`src/rtl/ac_pkg.sv`:
```
// Shared types and constants for the arithmetic-coding frame sequencer.
package ac_pkg;

  localparam int unsigned SYM_W  = 3;
  localparam int unsigned CNT_W  = 7;
  localparam int unsigned WDOG_W = 16;

  localparam int unsigned SYMS_PER_FRAME_DEF = 96;
  localparam int unsigned TIMEOUT_CYC_DEF    = 255;

  localparam logic [SYM_W-1:0] SYM_M1  = 3'b101;
  localparam logic [SYM_W-1:0] SYM_0   = 3'b000;
  localparam logic [SYM_W-1:0] SYM_1   = 3'b001;
  localparam logic [SYM_W-1:0] SYM_2   = 3'b010;
  localparam logic [SYM_W-1:0] SYM_3   = 3'b011;
  localparam logic [SYM_W-1:0] SYM_EOF = 3'b111;

  typedef enum logic [2:0] {
    ST_IDLE,
    ST_FEED,
    ST_DRAIN,
    ST_FLUSH,
    ST_WAIT_FL,
    ST_DONE,
    ST_ERR
  } ac_state_e;

  // One beat on the core-side symbol bus.
  typedef struct packed {
    logic             last;
    logic [SYM_W-1:0] sym;
  } ac_beat_t;

  function automatic logic ac_sym_legal(input logic [SYM_W-1:0] code);
    case (code)
      SYM_M1, SYM_0, SYM_1, SYM_2, SYM_3, SYM_EOF: return 1'b1;
      default:                                     return 1'b0;
    endcase
  endfunction

endpackage

```
`src/rtl/ac_wdog.sv`:
```
// Stall watchdog: load/clear/enable counter that trips on the TIMEOUT_CYC-th
// consecutive enabled cycle.
module ac_wdog
  import ac_pkg::*;
#(
  parameter int unsigned TIMEOUT_CYC = TIMEOUT_CYC_DEF
) (
  input  logic              clk,
  input  logic              rst_n,
  input  logic              clr,
  input  logic              ld,
  input  logic [WDOG_W-1:0] ld_val,
  input  logic              en,
  output logic              trip
);

  logic [WDOG_W-1:0] cnt_q, cnt_d;

  // Saturating count; clear has priority over load.
  always_comb begin
    cnt_d = cnt_q;
    if (clr) begin
      cnt_d = '0;
    end else if (ld) begin
      cnt_d = ld_val;
    end else if (en && (cnt_q < WDOG_W'(TIMEOUT_CYC))) begin
      cnt_d = cnt_q + WDOG_W'(1);
    end
  end

  always_ff @(posedge clk or negedge rst_n) begin
    if (!rst_n) begin
      cnt_q <= '0;
    end else begin
      cnt_q <= cnt_d;
    end
  end

  assign trip = en && !clr && !ld && (cnt_q >= WDOG_W'(TIMEOUT_CYC - 1));

endmodule

```
`src/rtl/ac_frame_ctrl.sv`:
```
// Frame sequencer feeding SYMS_PER_FRAME symbols into the AC encoder core, then
// flushing it. Define AC_FRAME_CTRL_SYMCHK_EN to drop and flag illegal codes.
module ac_frame_ctrl
  import ac_pkg::*;
#(
  parameter int unsigned SYMS_PER_FRAME = SYMS_PER_FRAME_DEF,
  parameter int unsigned TIMEOUT_CYC    = TIMEOUT_CYC_DEF
) (
  input  logic             sys_clk,
  input  logic             sys_reset,
  input  logic             frame_start,
  input  logic             frame_abort,
  input  logic [SYM_W-1:0] sym_in,
  input  logic             sym_valid,
  output logic             sym_ready,
  output logic [SYM_W-1:0] core_sym,
  output logic             core_valid,
  input  logic             core_ready,
  output logic             core_last,
  output logic             core_flush,
  input  logic             core_flush_done,
  output logic             frame_busy,
  output logic             frame_done,
  output logic [CNT_W-1:0] sym_count,
  output logic             err_timeout,
  output logic             err_illegal
);

  ac_state_e        state_q, state_d;
  ac_beat_t         beat_q, beat_d;
  logic             core_valid_q, core_valid_d;
  logic [CNT_W-1:0] acc_cnt_q, acc_cnt_d;
  logic [CNT_W-1:0] sym_count_q, sym_count_d;
  logic             flush_q, flush_d;
  logic             done_q, done_d;
  logic             busy_q, busy_d;
  logic             err_to_q, err_to_d;
  logic             err_il_q, err_il_d;

  logic up_xfer, core_xfer, sym_ok, sym_load, sym_drop, acc_last;
  logic stall, wd_clr, wd_trip;

  assign sym_ready = (state_q == ST_FEED) && (!core_valid_q || core_ready) &&
                     (acc_cnt_q < CNT_W'(SYMS_PER_FRAME));
  assign up_xfer   = sym_valid && sym_ready;
  assign core_xfer = (state_q == ST_FEED) && core_valid_q && core_ready;

`ifdef AC_FRAME_CTRL_SYMCHK_EN
  assign sym_ok = ac_sym_legal(sym_in);
`else
  assign sym_ok = 1'b1;
`endif

  assign sym_load = up_xfer && sym_ok;
  assign sym_drop = up_xfer && !sym_ok;
  assign acc_last = (acc_cnt_q + CNT_W'(1)) == CNT_W'(SYMS_PER_FRAME);

  assign stall  = ((state_q == ST_FEED) && core_valid_q && !core_ready) ||
                  ((state_q == ST_DRAIN) && !core_ready) ||
                  ((state_q == ST_WAIT_FL) && !core_flush_done);
  assign wd_clr = frame_abort || (state_q == ST_IDLE);

  ac_wdog #(
    .TIMEOUT_CYC(TIMEOUT_CYC)
  ) u_wdog (
    .clk   (sys_clk),
    .rst_n (sys_reset),
    .clr   (wd_clr),
    .ld    (!stall),
    .ld_val('0),
    .en    (stall),
    .trip  (wd_trip)
  );

  // Next state, datapath and registered-output decode.
  always_comb begin
    state_d      = state_q;
    beat_d       = beat_q;
    core_valid_d = core_valid_q;
    acc_cnt_d    = acc_cnt_q;
    sym_count_d  = sym_count_q;
    err_to_d     = err_to_q;
    err_il_d     = err_il_q;

    case (state_q)
      ST_IDLE: begin
        if (frame_start) begin
          state_d      = ST_FEED;
          acc_cnt_d    = '0;
          sym_count_d  = '0;
          core_valid_d = 1'b0;
          beat_d.last  = 1'b0;
        end
      end
      ST_FEED: begin
        if (core_xfer) begin
          core_valid_d = 1'b0;
          beat_d.last  = 1'b0;
          if (sym_count_q < CNT_W'(SYMS_PER_FRAME)) begin
            sym_count_d = sym_count_q + CNT_W'(1);
          end
          if (beat_q.last) begin
            state_d = ST_DRAIN;
          end
        end
        if (sym_load) begin
          beat_d       = '{last: acc_last, sym: sym_in};
          core_valid_d = 1'b1;
          acc_cnt_d    = acc_cnt_q + CNT_W'(1);
        end
        if (sym_drop) begin
          err_il_d = 1'b1;
        end
        if (wd_trip) begin
          state_d      = ST_ERR;
          err_to_d     = 1'b1;
          core_valid_d = 1'b0;
          beat_d.last  = 1'b0;
        end
      end
      ST_DRAIN: begin
        if (core_ready) begin
          state_d = ST_FLUSH;
        end else if (wd_trip) begin
          state_d  = ST_ERR;
          err_to_d = 1'b1;
        end
      end
      ST_FLUSH: state_d = ST_WAIT_FL;
      ST_WAIT_FL: begin
        if (core_flush_done) begin
          state_d = ST_DONE;
        end else if (wd_trip) begin
          state_d  = ST_ERR;
          err_to_d = 1'b1;
        end
      end
      ST_DONE: state_d = ST_IDLE;
      ST_ERR:  state_d = ST_ERR;
      default: state_d = ST_IDLE;
    endcase

    // Abort wins over everything, including a load in the same cycle.
    if (frame_abort) begin
      state_d      = ST_IDLE;
      beat_d       = '{last: 1'b0, sym: beat_q.sym};
      core_valid_d = 1'b0;
      acc_cnt_d    = '0;
      sym_count_d  = '0;
      err_to_d     = 1'b0;
      err_il_d     = 1'b0;
    end

    flush_d = (state_d == ST_FLUSH);
    done_d  = (state_d == ST_DONE);
    busy_d  = (state_d != ST_IDLE) && (state_d != ST_ERR);
  end

  always_ff @(posedge sys_clk or negedge sys_reset) begin
    if (!sys_reset) begin
      state_q      <= ST_IDLE;
      beat_q       <= '0;
      core_valid_q <= 1'b0;
      acc_cnt_q    <= '0;
      sym_count_q  <= '0;
      flush_q      <= 1'b0;
      done_q       <= 1'b0;
      busy_q       <= 1'b0;
      err_to_q     <= 1'b0;
      err_il_q     <= 1'b0;
    end else begin
      state_q      <= state_d;
      beat_q       <= beat_d;
      core_valid_q <= core_valid_d;
      acc_cnt_q    <= acc_cnt_d;
      sym_count_q  <= sym_count_d;
      flush_q      <= flush_d;
      done_q       <= done_d;
      busy_q       <= busy_d;
      err_to_q     <= err_to_d;
      err_il_q     <= err_il_d;
    end
  end

  assign core_sym    = beat_q.sym;
  assign core_last   = beat_q.last;
  assign core_valid  = core_valid_q;
  assign core_flush  = flush_q;
  assign frame_done  = done_q;
  assign frame_busy  = busy_q;
  assign sym_count   = sym_count_q;
  assign err_timeout = err_to_q;
  assign err_illegal = err_il_q;

endmodule

```
`config.mk`:
```
export PLATFORM = sky130hd
export DESIGN_NAME = ac_frame_ctrl
export DESIGN_NICKNAME = d
export VERILOG_FILES = /design/src/rtl/ac_pkg.sv /design/src/rtl/ac_wdog.sv /design/src/rtl/ac_frame_ctrl.sv
export SDC_FILE = /design/constraint.sdc
export NUM_CORES = 1
export LEC_CHECK = 0
export BUFFER_PORTS_ARGS = -buffer_cell sky130_fd_sc_hd__buf_4
export CORE_ASPECT_RATIO = 0.9
export CORE_MARGIN = 5
export CORE_UTILIZATION = 40
export CTS_BUF_LIST = sky130_fd_sc_hd__clkbuf_16
export DETAILED_ROUTE_END_ITERATION = 16
export PLACE_DENSITY_LB_ADDON = 0.05
export SLEW_MARGIN = 20
export SYNTH_ARGS = -nofsm -noshare
export SYNTH_HDL_FRONTEND = slang
export SYNTH_HIERARCHICAL = 1
export SYNTH_SLANG_ARGS = --single-unit
```
`constraint.sdc`:
```
create_clock -name sys_clk -period 5.5 [get_ports sys_clk]
set_clock_uncertainty 0.1 [all_clocks]
set_input_delay 0.825 -clock sys_clk [delete_from_list [all_inputs] [get_ports sys_clk]]
set_output_delay 0.825 -clock sys_clk [all_outputs]
set_load 0.02 [all_outputs]
```
==> results of run 1 <==
[stage by stage]
step / instance area [um^2] / utilization, % / power, W
global placement: 2750 / 45.2 / 0.000505
finish: 2880 / 47.3 / 0.000773
global route: 2880 / 47.3 / 0.000813
detailed placement: 2750 / 45.2 / 0.000507
CTS: 2880 / 47.3 / 0.000784
floorplan: 2540 / - / 0.000455
[worst paths after layout]
check | start | end | slack, ps
setup / recovery | core_ready | frame_busy$_DFF_PN0_ | 2150
hold / removal | core_sym[1]$_DFFE_PN0P_ | core_sym[1]$_DFFE_PN0P_ | 410
setup reg to reg | state_q[2]$_DFF_PN0_ | frame_busy$_DFF_PN0_ | 2220
hold reg to reg | core_sym[1]$_DFFE_PN0P_ | core_sym[1]$_DFFE_PN0P_ | 410
max in group asynchronous | sys_reset | u_wdog/cnt_q[1]$_DFFE_PN0P_ | 4500
min in group asynchronous | sys_reset | sym_count[2]$_DFFE_PN0P_ | 430
[power groups by stage]
stage | Sequential [W] | Combinational (W) | Clock, W
final | 0.000355 | 0.000145 | 0.000273
after global routing | 0.000359 | 0.000160 | 0.000294
after CTS | 0.000355 | 0.000147 | 0.000282
after detailed placement | 0.000360 | 0.000147 | 0
after global placement | 0.000360 | 0.000145 | 0
after floorplan | 0.000369 | 0.0000864 | 0
[cells in the final DEF (no fill, tap or decap), types with 5 or more instances in the layout]
cell                        count
sky130_fd_sc_hd__a22o_1         6
sky130_fd_sc_hd__a311oi_1       7
sky130_fd_sc_hd__buf_4         26
sky130_fd_sc_hd__clkbuf_16      5
sky130_fd_sc_hd__conb_1        17
sky130_fd_sc_hd__dfrtp_1       42
sky130_fd_sc_hd__ha_1           5
sky130_fd_sc_hd__inv_1          8
sky130_fd_sc_hd__mux2i_1       10
sky130_fd_sc_hd__nand2_1       13
sky130_fd_sc_hd__nand3_1       11
sky130_fd_sc_hd__nor2_1        32
sky130_fd_sc_hd__nor3_1         6
sky130_fd_sc_hd__nor4b_1        5
sky130_fd_sc_hd__o21ai_0       14
sky130_fd_sc_hd__o31ai_1       10
sky130_fd_sc_hd__or3_1          6
sky130_fd_sc_hd__or4_1          5
[registers in the layout, summed over array words and instances (netlist names)]
| name | count |
|---|---|
| u_wdog/cnt_q | 16 |
| acc_cnt_q | 7 |
| sym_count | 7 |
| core_sym | 3 |
| state_q | 3 |
| core_flush | 1 |
| core_last | 1 |
| core_valid | 1 |
| err_timeout | 1 |
| frame_busy | 1 |
| frame_done | 1 |
[final cells by class]
cell class / count / area [um^2] / area share, %
tap: 72 / 90.1 / 3.13
clock inverter: 1 / 3.75 / 0.130
multi-input combinational: 206 / 1380 / 48.1
inverter: 8 / 30.0 / 1.04
sequential: 42 / 1050 / 36.5
timing repair buffer: 26 / 195 / 6.78
clock buffer: 5 / 125 / 4.35
[critical path, cell delays in order]
cell	delay, ps
sky130_fd_sc_hd__buf_4	140
sky130_fd_sc_hd__or3b_2	430
sky130_fd_sc_hd__a21oi_1	190
sky130_fd_sc_hd__a21o_1	170
sky130_fd_sc_hd__inv_1	270
sky130_fd_sc_hd__nor2_1	160
sky130_fd_sc_hd__and3_1	370
sky130_fd_sc_hd__nand3b_1	120
sky130_fd_sc_hd__a22o_1	270
sky130_fd_sc_hd__or4_1	410
sky130_fd_sc_hd__o221ai_1	90
[cell usage after synthesis (all sizes together) (3+ instances only)]
cell type and n:
dfrtp 42, nor2 32, o21ai 14, nand2 13, nand3 12, mux2i 10, o31ai 10, inv 8
a311oi 7, buf 7, clkbuf 7, nor4b 7, a22o 6, nor3 6, or3 6, ha 5
nor4 5, or4 5, a21oi 4, mux2 4, nand4 4, o21a 4, nand2b 3, or3b 3
[logic make-up (layout without fill, tap and decap cells)]
group | Yosys count | after routing
AO/OA/AOI/OAI | 60 | 60
adder cells (fa/ha/maj) | 5 | 5
other | 1 | 17
XOR/XNOR | 1 | 1
AND/OR/NAND/NOR | 109 | 109
flip-flops | 42 | 42
buffers and inverters | 22 | 40
multiplexers | 14 | 14
[layer usage]
metal / wire, um / up-vias / global-route usage, %
met5: 0 / - / 0
met4: 44 / 0 / 3.99
met3: 207 / 4 / 3.41
met2: 2300 / 31 / 20.7
met1: 2860 / 943 / 20.8
li1: - / 1008 / -
==> impl_metrics.prom, run 1 <==
# TYPE chip_impl_metric gauge
chip_impl_metric{name="synth-compound-area-share",unit="%"} 18.0
chip_impl_metric{name="finalNonFillerCells",unit=""} 360
chip_impl_metric{name="cp_data_arrival_time",unit="ps"} 3440
chip_impl_metric{name="post-route-worst-setup-slack",unit="ps"} 2150
chip_impl_metric{name="grt_overflow_total",unit=""} 0
chip_impl_metric{name="fin_worst_hold_slack",unit="ps"} 413
chip_impl_metric{name="groute.usage.overall",unit="%"} 14.2
chip_impl_metric{name="min_period",unit="ps"} 3350
chip_impl_metric{name="initial_antenna_violation_count",unit=""} 0
chip_impl_metric{name="synth-edff-count",unit=""} 0
chip_impl_info{name="clock_tree.root_cell",value="sky130_fd_sc_hd__clkbuf_16"} 1
chip_impl_info{name="netlist_top_cells_area",value="sky130_fd_sc_hd__dfrtp_1, sky130_fd_sc_hd__nor2_1, sky130_fd_sc_hd__mux2i_1"} 1
chip_impl_metric{name="diodes",unit=""} 0
chip_impl_metric{name="post_synth_and_or_nand_nor_area_fraction",unit="%"} 26.4
chip_impl_metric{name="synth_async_reset_ratio",unit="%"} 100
chip_impl_metric{name="p_clk_share",unit="%"} 35.3
chip_impl_metric{name="ys_warn_count",unit=""} 6
chip_impl_metric{name="core_area",unit="mm^2"} 0.00608
chip_impl_metric{name="postCtsResizedCells",unit=""} 0
chip_impl_metric{name="netlist.area_leader.share",unit="%"} 42.3
chip_impl_metric{name="first_global_vias",unit=""} 1851
chip_impl_metric{name="cts_max_level",unit=""} 2
chip_impl_metric{name="yosysUniqueCellTypes",unit=""} 55
chip_impl_metric{name="synth_area_per_cell",unit="um^2"} 9.77
chip_impl_metric{name="vias_per_cell",unit=""} 5.52
chip_impl_metric{name="synthesis.instances",unit=""} 254
chip_impl_metric{name="power-per-cell-area",unit="mW/mm^2"} 268
chip_impl_metric{name="clock_sink_count",unit=""} 42
chip_impl_metric{name="synthToLayoutAreaGrowth",unit="%"} 16.0
chip_impl_metric{name="setup_violations",unit=""} 0
chip_impl_metric{name="worst-endpoint-required",unit="ps"} 5590
chip_impl_info{name="tritoncts_clock_tree",value="built"} 1
chip_impl_info{name="timing.critical_path.to_type",value="register"} 1
chip_impl_metric{name="port_buffers",unit=""} 26
chip_impl_metric{name="finalWirelength",unit="um"} 5410
chip_impl_metric{name="critical_path_peak_fanout",unit=""} 13
chip_impl_metric{name="first_drt_iteration_drcs",unit=""} 60
chip_impl_metric{name="net-switching-power",unit="W"} 0.000217
chip_impl_metric{name="path_clk_slew",unit="ps"} 60
chip_impl_metric{name="final_ant_viol_nets",unit=""} 0
chip_impl_metric{name="cts.repair_timing.setup_buffer_count",unit=""} 0
chip_impl_metric{name="die-height",unit="um"} 84.7
chip_impl_metric{name="dp_slack",unit="ps"} 1860
chip_impl_info{name="worst-setup-path-type",value="primary input to register"} 1
chip_impl_metric{name="fillerInstances",unit=""} 601
chip_impl_metric{name="drc_errors",unit=""} 0
chip_impl_metric{name="postSynthRegisterBits",unit=""} 42
chip_impl_metric{name="detail_route.wl_per_cell",unit="um"} 15.0
chip_impl_metric{name="timing_hold_violations_final",unit=""} 0
chip_impl_metric{name="sequentialPowerShare",unit="%"} 45.9
chip_impl_metric{name="post_synth_fa_ha_maj_area_fraction",unit="%"} 2.52
chip_impl_metric{name="grt_max_degree",unit=""} 43
chip_impl_metric{name="layout-drive-gt1-share",unit="%"} 16.3
chip_impl_metric{name="synth_xor_area_share",unit="%"} 0.353
chip_impl_metric{name="clock_insertion_delay_worst_skew",unit="ps"} 280
chip_impl_metric{name="final_max_slew_viol_count",unit=""} 0
chip_impl_info{name="crit_path_start_kind",value="primary input"} 1
chip_impl_info{name="yosysTopAreaCell",value="sky130_fd_sc_hd__dfrtp_1"} 1
chip_impl_metric{name="gpl.final_weighted_congestion",unit=""} 0.772
chip_impl_metric{name="firstDrtPassIters",unit=""} 4
chip_impl_metric{name="layout.nets",unit=""} 304
chip_impl_info{name="yosys_most_used_dff",value="sky130_fd_sc_hd__dfrtp_1"} 1
chip_impl_metric{name="cts_made_buffers",unit=""} 5
chip_impl_metric{name="worstMarginPinSlew",unit="ps"} 1040
chip_impl_metric{name="dp_hpwl",unit="um"} 3760
chip_impl_info{name="status",value="complete, no violations"} 1
chip_impl_metric{name="slew_headroom",unit="%"} 30.2
chip_impl_metric{name="io_pins",unit=""} 28
chip_impl_metric{name="placed_cells",unit=""} 354
chip_impl_metric{name="intPower",unit="W"} 0.000556
chip_impl_metric{name="post-route-period-util",unit="%"} 61.0
chip_impl_metric{name="muxShareOfSynthArea",unit="%"} 5.85
chip_impl_metric{name="min_path_cells",unit=""} 1
chip_impl_info{name="main_combinational_cell_family_by_area_after_synthesis",value="simple AND/OR/NAND/NOR gates"} 1
chip_impl_metric{name="combPwrFrac",unit="%"} 18.8
chip_impl_metric{name="vias",unit=""} 1986
chip_impl_info{name="rsz0062_at_grt",value="no"} 1
chip_impl_metric{name="cts_hold_buffers",unit=""} 0
chip_impl_metric{name="post_synthesis_instance_area",unit="mm^2"} 0.00248
chip_impl_metric{name="vdd_ir_drop_max",unit="mV"} 0.193
chip_impl_metric{name="die-area",unit="mm^2"} 0.00788
chip_impl_metric{name="setup_tns",unit="ps"} 0
chip_impl_metric{name="row_count",unit=""} 27
chip_impl_metric{name="path_depth_of_the_worst_reg2reg_path",unit=""} 10
chip_impl_metric{name="initial_cell_density_of_the_core",unit="%"} 40.8
chip_impl_metric{name="grt_first_pass_wirelength",unit="um"} 9020
chip_impl_metric{name="sequential_share_of_the_synthesized_area",unit="%"} 42.3
chip_impl_info{name="min-delay-path-class",value="register to register"} 1
chip_impl_metric{name="static-leakage-power",unit="nW"} 1.29
chip_impl_metric{name="cap_viol_max_count",unit=""} 0
chip_impl_metric{name="die_width",unit="um"} 93.0
chip_impl_metric{name="max_freq",unit="MHz"} 298
chip_impl_metric{name="p_sw_share",unit="%"} 28.1
chip_impl_metric{name="clockBufferDepth",unit=""} 2
Power figures use the tool's default switching activity.
==> run 2: changes to the inputs <==
==> constraint.sdc (replaced) <==
create_clock -name sys_clk -period 3.22 [get_ports sys_clk]
set_clock_uncertainty 0.1 [all_clocks]
set_input_delay 0.483 -clock sys_clk [delete_from_list [all_inputs] [get_ports sys_clk]]
set_output_delay 0.483 -clock sys_clk [all_outputs]
set_load 0.02 [all_outputs]
==> impl_metrics.prom, run 2 (synthesized netlist as in run 1, its figures left out) <==
# TYPE chip_impl_metric gauge
chip_impl_metric{name="placed_cells",unit=""} 360
chip_impl_metric{name="largest_register_ffs",unit=""} 16
chip_impl_metric{name="vias_per_cell",unit=""} 5.43
chip_impl_info{name="rsz0062_at_grt",value="no"} 1
chip_impl_metric{name="layout.nets",unit=""} 310
chip_impl_metric{name="clock_sink_count",unit=""} 42
chip_impl_metric{name="grt_overflow_total",unit=""} 0
chip_impl_metric{name="core_area",unit="mm^2"} 0.00608
chip_impl_metric{name="layout-drive-gt1-share",unit="%"} 18.9
chip_impl_metric{name="initial_antenna_violation_count",unit=""} 0
chip_impl_metric{name="worstMarginPinSlew",unit="ps"} 696
chip_impl_metric{name="grt_first_pass_wirelength",unit="um"} 9490
chip_impl_metric{name="initial_cell_density_of_the_core",unit="%"} 40.8
chip_impl_metric{name="io_pins",unit=""} 28
chip_impl_metric{name="final_max_slew_viol_count",unit=""} 0
chip_impl_metric{name="dp_hpwl",unit="um"} 3790
chip_impl_metric{name="p_sw_share",unit="%"} 26.8
chip_impl_info{name="status",value="complete, no violations"} 1
chip_impl_metric{name="synthToLayoutAreaGrowth",unit="%"} 19.3
chip_impl_metric{name="cp_data_arrival_time",unit="ps"} 2880
chip_impl_info{name="min-delay-path-class",value="primary input to async pin"} 1
chip_impl_metric{name="drc_errors",unit=""} 0
chip_impl_metric{name="regToRegSetupSlack",unit="ps"} 430
chip_impl_metric{name="power-per-cell-area",unit="mW/mm^2"} 482
chip_impl_metric{name="static-leakage-power",unit="nW"} 1.34
chip_impl_metric{name="cts.repair_timing.setup_buffer_count",unit=""} 0
chip_impl_metric{name="cts_made_buffers",unit=""} 5
chip_impl_metric{name="net-switching-power",unit="W"} 0.000383
chip_impl_info{name="clock_tree.root_cell",value="sky130_fd_sc_hd__clkbuf_16"} 1
chip_impl_metric{name="firstDrtPassIters",unit=""} 4
chip_impl_metric{name="die_width",unit="um"} 93.0
chip_impl_metric{name="min_period",unit="ps"} 2790
chip_impl_metric{name="detail_route.wl_per_cell",unit="um"} 14.5
chip_impl_metric{name="postCtsResizedCells",unit=""} 0
chip_impl_metric{name="gpl.final_weighted_congestion",unit=""} 0.781
chip_impl_metric{name="p_clk_share",unit="%"} 39.7
chip_impl_metric{name="port_buffers",unit=""} 26
chip_impl_metric{name="first_global_vias",unit=""} 1935
chip_impl_metric{name="timing_hold_violations_final",unit=""} 0
chip_impl_metric{name="clockBufferDepth",unit=""} 2
chip_impl_metric{name="cts_hold_buffers",unit=""} 0
chip_impl_metric{name="critical_path_peak_fanout",unit=""} 11
chip_impl_info{name="tritoncts_clock_tree",value="built"} 1
chip_impl_metric{name="post-route-period-util",unit="%"} 86.6
chip_impl_metric{name="clock_insertion_delay_worst_skew",unit="ps"} 280
chip_impl_metric{name="fillerInstances",unit=""} 584
chip_impl_info{name="crit_path_start_kind",value="register"} 1
chip_impl_metric{name="worst-endpoint-required",unit="ps"} 3310
chip_impl_info{name="worst-setup-path-type",value="register to register"} 1
chip_impl_metric{name="final_ant_viol_nets",unit=""} 0
chip_impl_info{name="largest_register",value="u_wdog/cnt_q"} 1
chip_impl_metric{name="die-height",unit="um"} 84.7
chip_impl_metric{name="max_freq",unit="MHz"} 359
chip_impl_metric{name="fin_worst_hold_slack",unit="ps"} 89.0
chip_impl_metric{name="intPower",unit="W"} 0.00104
chip_impl_metric{name="finalWirelength",unit="um"} 5350
chip_impl_metric{name="combPwrFrac",unit="%"} 18.1
chip_impl_metric{name="cap_viol_max_count",unit=""} 0
chip_impl_metric{name="cts_max_level",unit=""} 2
chip_impl_metric{name="first_drt_iteration_drcs",unit=""} 65
chip_impl_metric{name="setup_violations",unit=""} 0
chip_impl_metric{name="diodes",unit=""} 0
chip_impl_metric{name="grt_max_degree",unit=""} 43
chip_impl_metric{name="die-area",unit="mm^2"} 0.00788
chip_impl_metric{name="path_clk_slew",unit="ps"} 60
chip_impl_info{name="mostFrequentLayoutCells",value="sky130_fd_sc_hd__dfrtp_1, sky130_fd_sc_hd__nor2_1, sky130_fd_sc_hd__buf_4"} 1
chip_impl_metric{name="final_core_utilization",unit="%"} 48.7
chip_impl_metric{name="groute.usage.overall",unit="%"} 15.0
chip_impl_info{name="timing.critical_path.to_type",value="register"} 1
chip_impl_metric{name="setup_tns",unit="ps"} 0
chip_impl_metric{name="row_count",unit=""} 27
chip_impl_metric{name="slew_headroom",unit="%"} 53.4
chip_impl_metric{name="sequentialPowerShare",unit="%"} 42.3
chip_impl_metric{name="vdd_ir_drop_max",unit="mV"} 0.237
chip_impl_metric{name="finalNonFillerCells",unit=""} 368
chip_impl_metric{name="vias",unit=""} 1998
chip_impl_info{name="final_common_cell",value="sky130_fd_sc_hd__dfrtp_1"} 1
==> run 2: power by group through the flow <==
stage	logic, W	clock network, W	registers, W
global placement	0.000260	0	0.000612
global route	0.000289	0.000610	0.000610
finish	0.000258	0.000566	0.000603
floorplan	0.000147	0	0.000630
CTS	0.000261	0.000586	0.000603
detailed placement	0.000262	0	0.000612
==> run 2: worst paths after layout <==
check                                        startpoint                  endpoint  cells after the start
worst max-delay path               state_q[1]$_DFF_PN0_      frame_busy$_DFF_PN0_                     10
worst min-delay path                          sys_reset  sym_count[2]$_DFFE_PN0P_                      1
worst max register to register     state_q[1]$_DFF_PN0_      frame_busy$_DFF_PN0_                     10
worst min register to register  core_sym[0]$_DFFE_PN0P_   core_sym[0]$_DFFE_PN0P_                      1
max in group asynchronous                     sys_reset  acc_cnt_q[0]$_DFFE_PN0P_                      1
min in group sys_clk                          sym_in[1]   core_sym[1]$_DFFE_PN0P_                      2
==> run 2: layout make-up <==
| cell class | instances | area, um^2 | share of cell area [%] |
|---|---|---|---|
| clock buffers | 5 | 125 | 4.23 |
| clock inverters | 3 | 40.0 | 1.35 |
| inverters | 8 | 30.0 | 1.01 |
| multi-input cells | 206 | 1380 | 46.7 |
| flip-flops and latches | 42 | 1050 | 35.5 |
| well taps | 72 | 90.1 | 3.04 |
| repair buffers | 32 | 240 | 8.11 |
==> run 2: worst max-delay path: stages (launching register included) <==
cell and delay [ps]:
sky130_fd_sc_hd__dfrtp_1 530, sky130_fd_sc_hd__or3b_2 470, sky130_fd_sc_hd__a21oi_1 200, sky130_fd_sc_hd__a21o_1 170
sky130_fd_sc_hd__inv_1 70, sky130_fd_sc_hd__nor2_1 90, sky130_fd_sc_hd__and3_1 230, sky130_fd_sc_hd__nand3b_1 90
sky130_fd_sc_hd__a22o_1 270, sky130_fd_sc_hd__or4_1 400, sky130_fd_sc_hd__o221ai_1 80
==> run 2: metal layers <==
metal | track usage [%] | up-vias | share of wire, %
met5 | 0 | - | 0
met4 | 4.39 | 0 | 1.1
met3 | 3.67 | 5 | 4.1
met2 | 21.3 | 43 | 42
met1 | 22.3 | 934 | 52
li1 | - | 1016 | -
==> run 2: stage by stage <==
step / power (W) / setup WS, ps / area, um^2
after floorplan: 0.000777 / 59.5 / 2540
after CTS: 0.00145 / 441 / 2960
after global routing: 0.00151 / 171 / 2960
after global placement: 0.000872 / 413 / 2800
after detailed placement: 0.000873 / 373 / 2800
final: 0.00143 / 431 / 2960
